==> src/rtl/sm_reg_snapshot.sv <==
// sm_reg_snapshot
//   Periodically scans a CPU register file through its debug read port and
//   keeps a snapshot of every register plus a per-register "changed since the
//   previous scan" flag. A display-side port reads the snapshot.
//
//   Each rising edge of the divided CPU clock requests a scan. Requests
//   arriving while a scan runs (or while frozen) collapse into one pending
//   request that is served once the FSM is back in IDLE and freeze is low.
//
// Ports
//   clkIn      in   1   system clock, all state changes on its rising edge
//   rst_n      in   1   asynchronous active-low reset
//   cpuClk     in   1   divided CPU clock, asynchronous to clkIn
//   freeze     in   1   blocks the start of new scans (never aborts one)
//   regAddr    out  5   debug read address driven to the CPU register file
//   regData    in  32   debug read data, valid SETTLE cycles after regAddr
//   rdAddr     in   5   display-side read address
//   rdData     out 32   snapshot word at rdAddr (registered)
//   rdChanged  out  1   change flag at rdAddr (registered with rdData)
//   busy       out  1   high while a scan is in progress
//   scanDone   out  1   one-cycle pulse when a scan completes
//
// State  | meaning
// IDLE   | waiting for a request (edge or pending) with freeze low
// ADDR   | regAddr = idx, waiting SETTLE cycles for regData to settle
// CAP    | capture regData into snap[idx] and update changed[idx]
// DONE   | scan finished, scanDone pulses, back to IDLE next cycle

module sm_reg_snapshot #(
  parameter int NREGS  = 32,
  parameter int SETTLE = 2
) (
  input  logic        clkIn,
  input  logic        rst_n,
  input  logic        cpuClk,
  input  logic        freeze,
  output logic [4:0]  regAddr,
  input  logic [31:0] regData,
  input  logic [4:0]  rdAddr,
  output logic [31:0] rdData,
  output logic        rdChanged,
  output logic        busy,
  output logic        scanDone
);

  localparam int              AW          = (NREGS > 1) ? $clog2(NREGS) : 1;
  localparam int              CW          = (SETTLE > 1) ? $clog2(SETTLE) : 1;
  localparam logic [CW-1:0]   SETTLE_LOAD = CW'(SETTLE - 1);
  localparam logic [4:0]      LAST_IDX    = 5'(NREGS - 1);
  localparam logic [5:0]      NREGS_W     = 6'(NREGS);

  typedef enum logic [1:0] {IDLE, ADDR, CAP, DONE} state_t;

  state_t        state, state_next;
  logic          sync1, sync2, sync_dly;
  logic [1:0]    prime;
  logic          armed;
  logic          cpu_edge;
  logic          pending;
  logic          start;
  logic          enter_addr;
  logic [4:0]    idx;
  logic [CW-1:0] settle_cnt;
  logic [31:0]   snap    [NREGS];
  logic          changed [NREGS];

  // cpuClk synchronizer and edge detector. The reset value of the sync chain
  // is not a real sample, so an edge is only accepted after a genuine low
  // level has been seen (prime marks when sync2 holds a real sample). This
  // keeps a cpuClk that is already high at reset release from looking like
  // a rising edge.
  always_ff @(posedge clkIn or negedge rst_n) begin
    if (!rst_n) begin
      sync1    <= 1'b0;
      sync2    <= 1'b0;
      sync_dly <= 1'b0;
      prime    <= 2'b00;
      armed    <= 1'b0;
    end else begin
      sync1    <= cpuClk;
      sync2    <= sync1;
      sync_dly <= sync2;
      prime    <= {prime[0], 1'b1};
      if (prime[1] && !sync2) armed <= 1'b1;
    end
  end

  assign cpu_edge = sync2 & ~sync_dly & armed;

  always_ff @(posedge clkIn or negedge rst_n) begin
    if (!rst_n) state <= IDLE;
    else        state <= state_next;
  end

  always_comb begin
    state_next = state;
    start      = 1'b0;
    case (state)
      IDLE: begin
        if ((cpu_edge || pending) && !freeze) begin
          state_next = ADDR;
          start      = 1'b1;
        end
      end
      ADDR: begin
        if (settle_cnt == '0) state_next = CAP;
      end
      CAP: begin
        if (idx < LAST_IDX) state_next = ADDR;
        else                state_next = DONE;
      end
      DONE: state_next = IDLE;
      default: state_next = IDLE;
    endcase
  end

  assign enter_addr = (state_next == ADDR) && (state != ADDR);

  // Control datapath: request flag, scan index, settle timer, status outputs.
  // busy/scanDone are registered from the next state so they line up with
  // the state register.
  always_ff @(posedge clkIn or negedge rst_n) begin
    if (!rst_n) begin
      pending    <= 1'b0;
      idx        <= 5'd0;
      settle_cnt <= '0;
      busy       <= 1'b0;
      scanDone   <= 1'b0;
    end else begin
      // A start consumes both the stored request and any same-cycle edge.
      if (start)         pending <= 1'b0;
      else if (cpu_edge) pending <= 1'b1;

      if (start)                               idx <= 5'd0;
      else if (state == CAP && idx < LAST_IDX) idx <= idx + 5'd1;

      if (enter_addr)                            settle_cnt <= SETTLE_LOAD;
      else if (state == ADDR && settle_cnt != '0) settle_cnt <= settle_cnt - 1'b1;

      busy     <= (state_next == ADDR) || (state_next == CAP);
      scanDone <= (state_next == DONE);
    end
  end

  // idx only moves during a scan, so regAddr naturally holds in IDLE/DONE.
  assign regAddr = idx;

  // Snapshot storage and registered read port. Both use the pre-edge value of
  // snap, so a read of the index being captured returns the old word.
  always_ff @(posedge clkIn or negedge rst_n) begin
    if (!rst_n) begin
      for (int i = 0; i < NREGS; i++) begin
        snap[i]    <= 32'd0;
        changed[i] <= 1'b0;
      end
      rdData    <= 32'd0;
      rdChanged <= 1'b0;
    end else begin
      if (state == CAP) begin
        snap[idx[AW-1:0]]    <= regData;
        changed[idx[AW-1:0]] <= (regData != snap[idx[AW-1:0]]);
      end
      if ({1'b0, rdAddr} < NREGS_W) begin
        rdData    <= snap[rdAddr[AW-1:0]];
        rdChanged <= changed[rdAddr[AW-1:0]];
      end else begin
        rdData    <= 32'd0;
        rdChanged <= 1'b0;
      end
    end
  end

endmodule

==> config.mk <==
export PLATFORM = sky130hd
export DESIGN_NAME = sm_reg_snapshot
export DESIGN_NICKNAME = d
export VERILOG_FILES = /design/src/rtl/sm_reg_snapshot.sv
export SDC_FILE = /design/constraint.sdc
export NUM_CORES = 2
export LEC_CHECK = 0
export CAP_MARGIN = 0
export CORE_AREA = 5 5 316 318
export DETAILED_ROUTE_END_ITERATION = 16
export DIE_AREA = 0 0 321 323
export PLACE_DENSITY = 0.73
export SETUP_SLACK_MARGIN = 0.3
export SLEW_MARGIN = 25
export SYNTH_ARGS = -nofsm -noshare
export SYNTH_HDL_FRONTEND = slang
export SYNTH_SLANG_ARGS = --single-unit
==> constraint.sdc <==
create_clock -name clkIn -period 10.18 [get_ports clkIn]
set_input_delay 3.054 -clock clkIn [delete_from_list [all_inputs] [get_ports clkIn]]
set_output_delay 3.054 -clock clkIn [all_outputs]
set_load 0.01 [all_outputs]
==> impl_metrics.py <==
metrics = {
    "yosys": {
        "yosys_warn_count": 0,
        "synth-edff-count": 0,
        "yosysTopAreaCellShare_pct": 48.1,
        "synth_async_sr_flop_share_pct": 100,
        "synthesis.area_sq_mm": 0.0575,
        "yosysSeqAreaShare_pct": 48.1,
        "post_synth.cell_area_avg_sq_um": 14.5,
        "synthDistinctLibCells": 47,
        "synth_commonest_cells": "1106 x sky130_fd_sc_hd__dfrtp_1, 1089 x sky130_fd_sc_hd__mux2_2, 512 x sky130_fd_sc_hd__mux2i_1",
        "yosys_register_bits": 1106,
        "yosysMostFrequentCell": "sky130_fd_sc_hd__dfrtp_1",
        "synth.largest_area_cell": "sky130_fd_sc_hd__dfrtp_1",
        "top_post_synthesis_cells_by_area": "sky130_fd_sc_hd__dfrtp_1 48%, sky130_fd_sc_hd__mux2_2 21%, sky130_fd_sc_hd__mux4_2 13%",
        "synth_cells": 3955,
        "synth_flop_cell": "sky130_fd_sc_hd__dfrtp_1",
        "synth.net_count": 4002,
    },
    "routing": {
        "drt_drc_violations_left": 0,
        "detailroute.wirelength.met2_microns": 80500,
        "wire_per_inst_microns": 34.0,
        "via_per_inst": 7.15,
        "wl_met3_microns": 16700,
        "drt_first_pass_iters": 6,
        "topRoutingLayerUsed": "met5",
        "drt_wl_total_microns": 178000,
        "drt-initial-drc-count": 4594,
        "dr_total_vias": 37449,
        "met1_wl_microns": 74300,
        "ant_nets": 0,
    },
    "setup_path": {
        "critical_path.startpoint": "regAddr[0]",
        "worst_r2r_startpoint": "regAddr[0]",
        "path_depth": 2,
        "timing.critical_path.from_type": "register",
        "critical_path.max_stage_delay_ns": 0.79,
        "cp_num_buf_inv": 2,
        "critical-path-slowest-cell": "sky130_fd_sc_hd__dfrtp_4",
        "ff2ff_path_depth": 10,
        "cpLargestDelayFamily": "buffers and inverters",
        "arrival_ns": 3.17,
        "crit_chain": "buf_12 -> clkdlybuf4s50_1",
        "timing.setup.critical_path_class": "reg -> out",
        "worstPathRequired_ns": 7.13,
        "endpoint_kind": "output port",
        "critical_path_peak_fanout": 123,
    },
    "floorplan": {
        "floorplan.die.width_microns": 321,
        "die_area_sq_mm": 0.104,
        "die_span_in_y_microns": 323,
        "site_row_count": 114,
        "floorplan.initialDensity_pct": 59.7,
        "coreArea_sq_mm": 0.0963,
        "pin_count": 81,
    },
    "place": {
        "port_buffers": 80,
        "postPlaceCellArea_sq_mm": 0.0595,
        "hpwlAfterDp_microns": 94200,
        "placedCellCount": 5013,
        "placer_congestion": 0.825,
    },
    "finish": {
        "layout-area-overhead-vs-synth_pct": 10.8,
        "post_route_cells_drive_above_1_share_pct": 45.2,
        "fin_cells": 5236,
        "num-nets-final": 3902,
        "finish.instance_area_sq_mm": 0.0637,
    },
    "hold_path": {
        "hold_path_startpoint": "sync1",
        "min_path_type": "reg -> reg",
        "min_path_cells": 0,
    },
    "cts": {
        "cts_tree": "done",
        "clock_latency_ns": 0.70,
        "cts_setup_buffers": 0,
        "cts_max_level": 3,
        "cts_bufs_inserted": 116,
        "clk_path_buf_depth": 3,
        "hold_buffer_count_at_cts": 0,
        "clock-root-buffer": "sky130_fd_sc_hd__clkbuf_16",
        "clkSinkCount": 1106,
        "postCtsResizedCells": 0,
        "worst_path_clk_slew_ns": 0.06,
    },
    "sta": {
        "fin_hold_ws_ns": 0.351,
        "relSlewSlack_pct": 22.9,
        "setup-violations-final": 0,
        "timing_hold_violations_final": 0,
        "setup_total_negative_slack_ns": 0,
        "final_period_minus_worst_setup_slack_ns": 6.22,
        "finalClockSkew_ns": 0.0237,
        "finalCritPeriodShare_pct": 61.1,
        "achievable-frequency_ghz": 0.161,
        "finalMaxSlewViolations": 0,
        "setup_repair_after_global_routing_missed_its_margin": "no",
        "worst-slew-pin-transition_ns": 1.16,
    },
    "status": {
        "run_status": "finished, final reports clean",
    },
    "global_route": {
        "gr-total-overflow": 0,
        "grt_pass1_vias": 38042,
        "pin_count_of_the_biggest_net_entering_global_routing": 152,
        "grt.total_usage_pct": 34.2,
        "grt_antenna_before_repair": 9,
        "grt_pass1_wl_microns": 262000,
    },
    "power": {
        "leakage_nw": 27.5,
        "post-layout-total-power_mw": 15.0,
        "p_per_cell_area_mw_per_mm2": 236,
        "irDropWorstVdd_uv": 224,
    },
    "job": {
        "maxCapViolations": 0,
    },
}
-- sequential cells by signal, indices dropped and copies added (netlist names) --
register,flops
armed,1
busy,1
changed,32
pending,1
prime,2
rdChanged,1
rdData,32
regAddr,5
scanDone,1
settle_cnt,1
snap,1024
state,2
sync1,1
sync2,1
sync_dly,1
-- cell usage in the layout (no fill, tap or decap), types with 16 or more instances in the layout --
master	count
sky130_fd_sc_hd__or4_1	16
sky130_fd_sc_hd__clkbuf_1	20
sky130_fd_sc_hd__nor4_1	55
sky130_fd_sc_hd__clkinv_2	27
sky130_fd_sc_hd__bufinv_16	22
sky130_fd_sc_hd__mux2i_1	512
sky130_fd_sc_hd__o22ai_1	256
sky130_fd_sc_hd__buf_4	90
sky130_fd_sc_hd__and3_1	25
sky130_fd_sc_hd__mux2_2	1089
sky130_fd_sc_hd__clkbuf_16	121
sky130_fd_sc_hd__clkdlybuf4s50_1	70
sky130_fd_sc_hd__clkbuf_8	24
sky130_fd_sc_hd__dfrtp_1	1104
sky130_fd_sc_hd__nor2_4	16
sky130_fd_sc_hd__a21oi_1	25
sky130_fd_sc_hd__mux4_2	330
-- area by class of cell --
class,instances,area [sq um]
clock buffers,165,3430
flip-flops and latches,1106,27700
clock inverters,53,827
multi-input cells,2444,28400
repair buffers,180,1690
well taps,1276,1600
fillers,6999,32600
inverters,7,26.3
diodes,5,12.5
-- per-layer routing --
| metal | up-vias | global-route usage [%] |
|---|---|---|
| met5 | - | 0 |
| met4 | 10 | 11.9 |
| li1 | 15045 | - |
| met3 | 397 | 7.85 |
| met2 | 1849 | 51.1 |
| met1 | 20148 | 50.1 |
-- final timing paths --
kind,end,slack (ns)
max in group asynchronous,snap[274],6.00
setup reg to reg,changed[13],4.21
hold / removal,sync2,0.35
setup / recovery,regAddr[0],3.96
min in group asynchronous,snap[993],2.37
hold reg to reg,sync2,0.35
-- report_power, final --
| group | internal, mW | switching, mW | leakage (nW) |
|---|---|---|---|
| clock | 2.89 | 1.82 | 2.11 |
| sequential | 5.27 | 0.682 | 14.1 |
| combinational | 2.20 | 2.17 | 11.3 |
-- kinds of logic after synthesis --
family	share of synthesized area [%]
compound gates	3.30
fa+ha+maj	0.131
buf+inv	3.09
flops	48.1
mux	43.2
other cells	0.00652
simple gates	2.16
-- metrics by stage --
stage               util, %  setup slack, ns
floorplan                 -             4.69
global placement       61.7             3.35
detailed placement     61.8             3.32
CTS                    66.2             4.06
global route           66.2             4.00
finish                 66.2             3.96
Note: power is estimated with default switching activity, not from simulation.
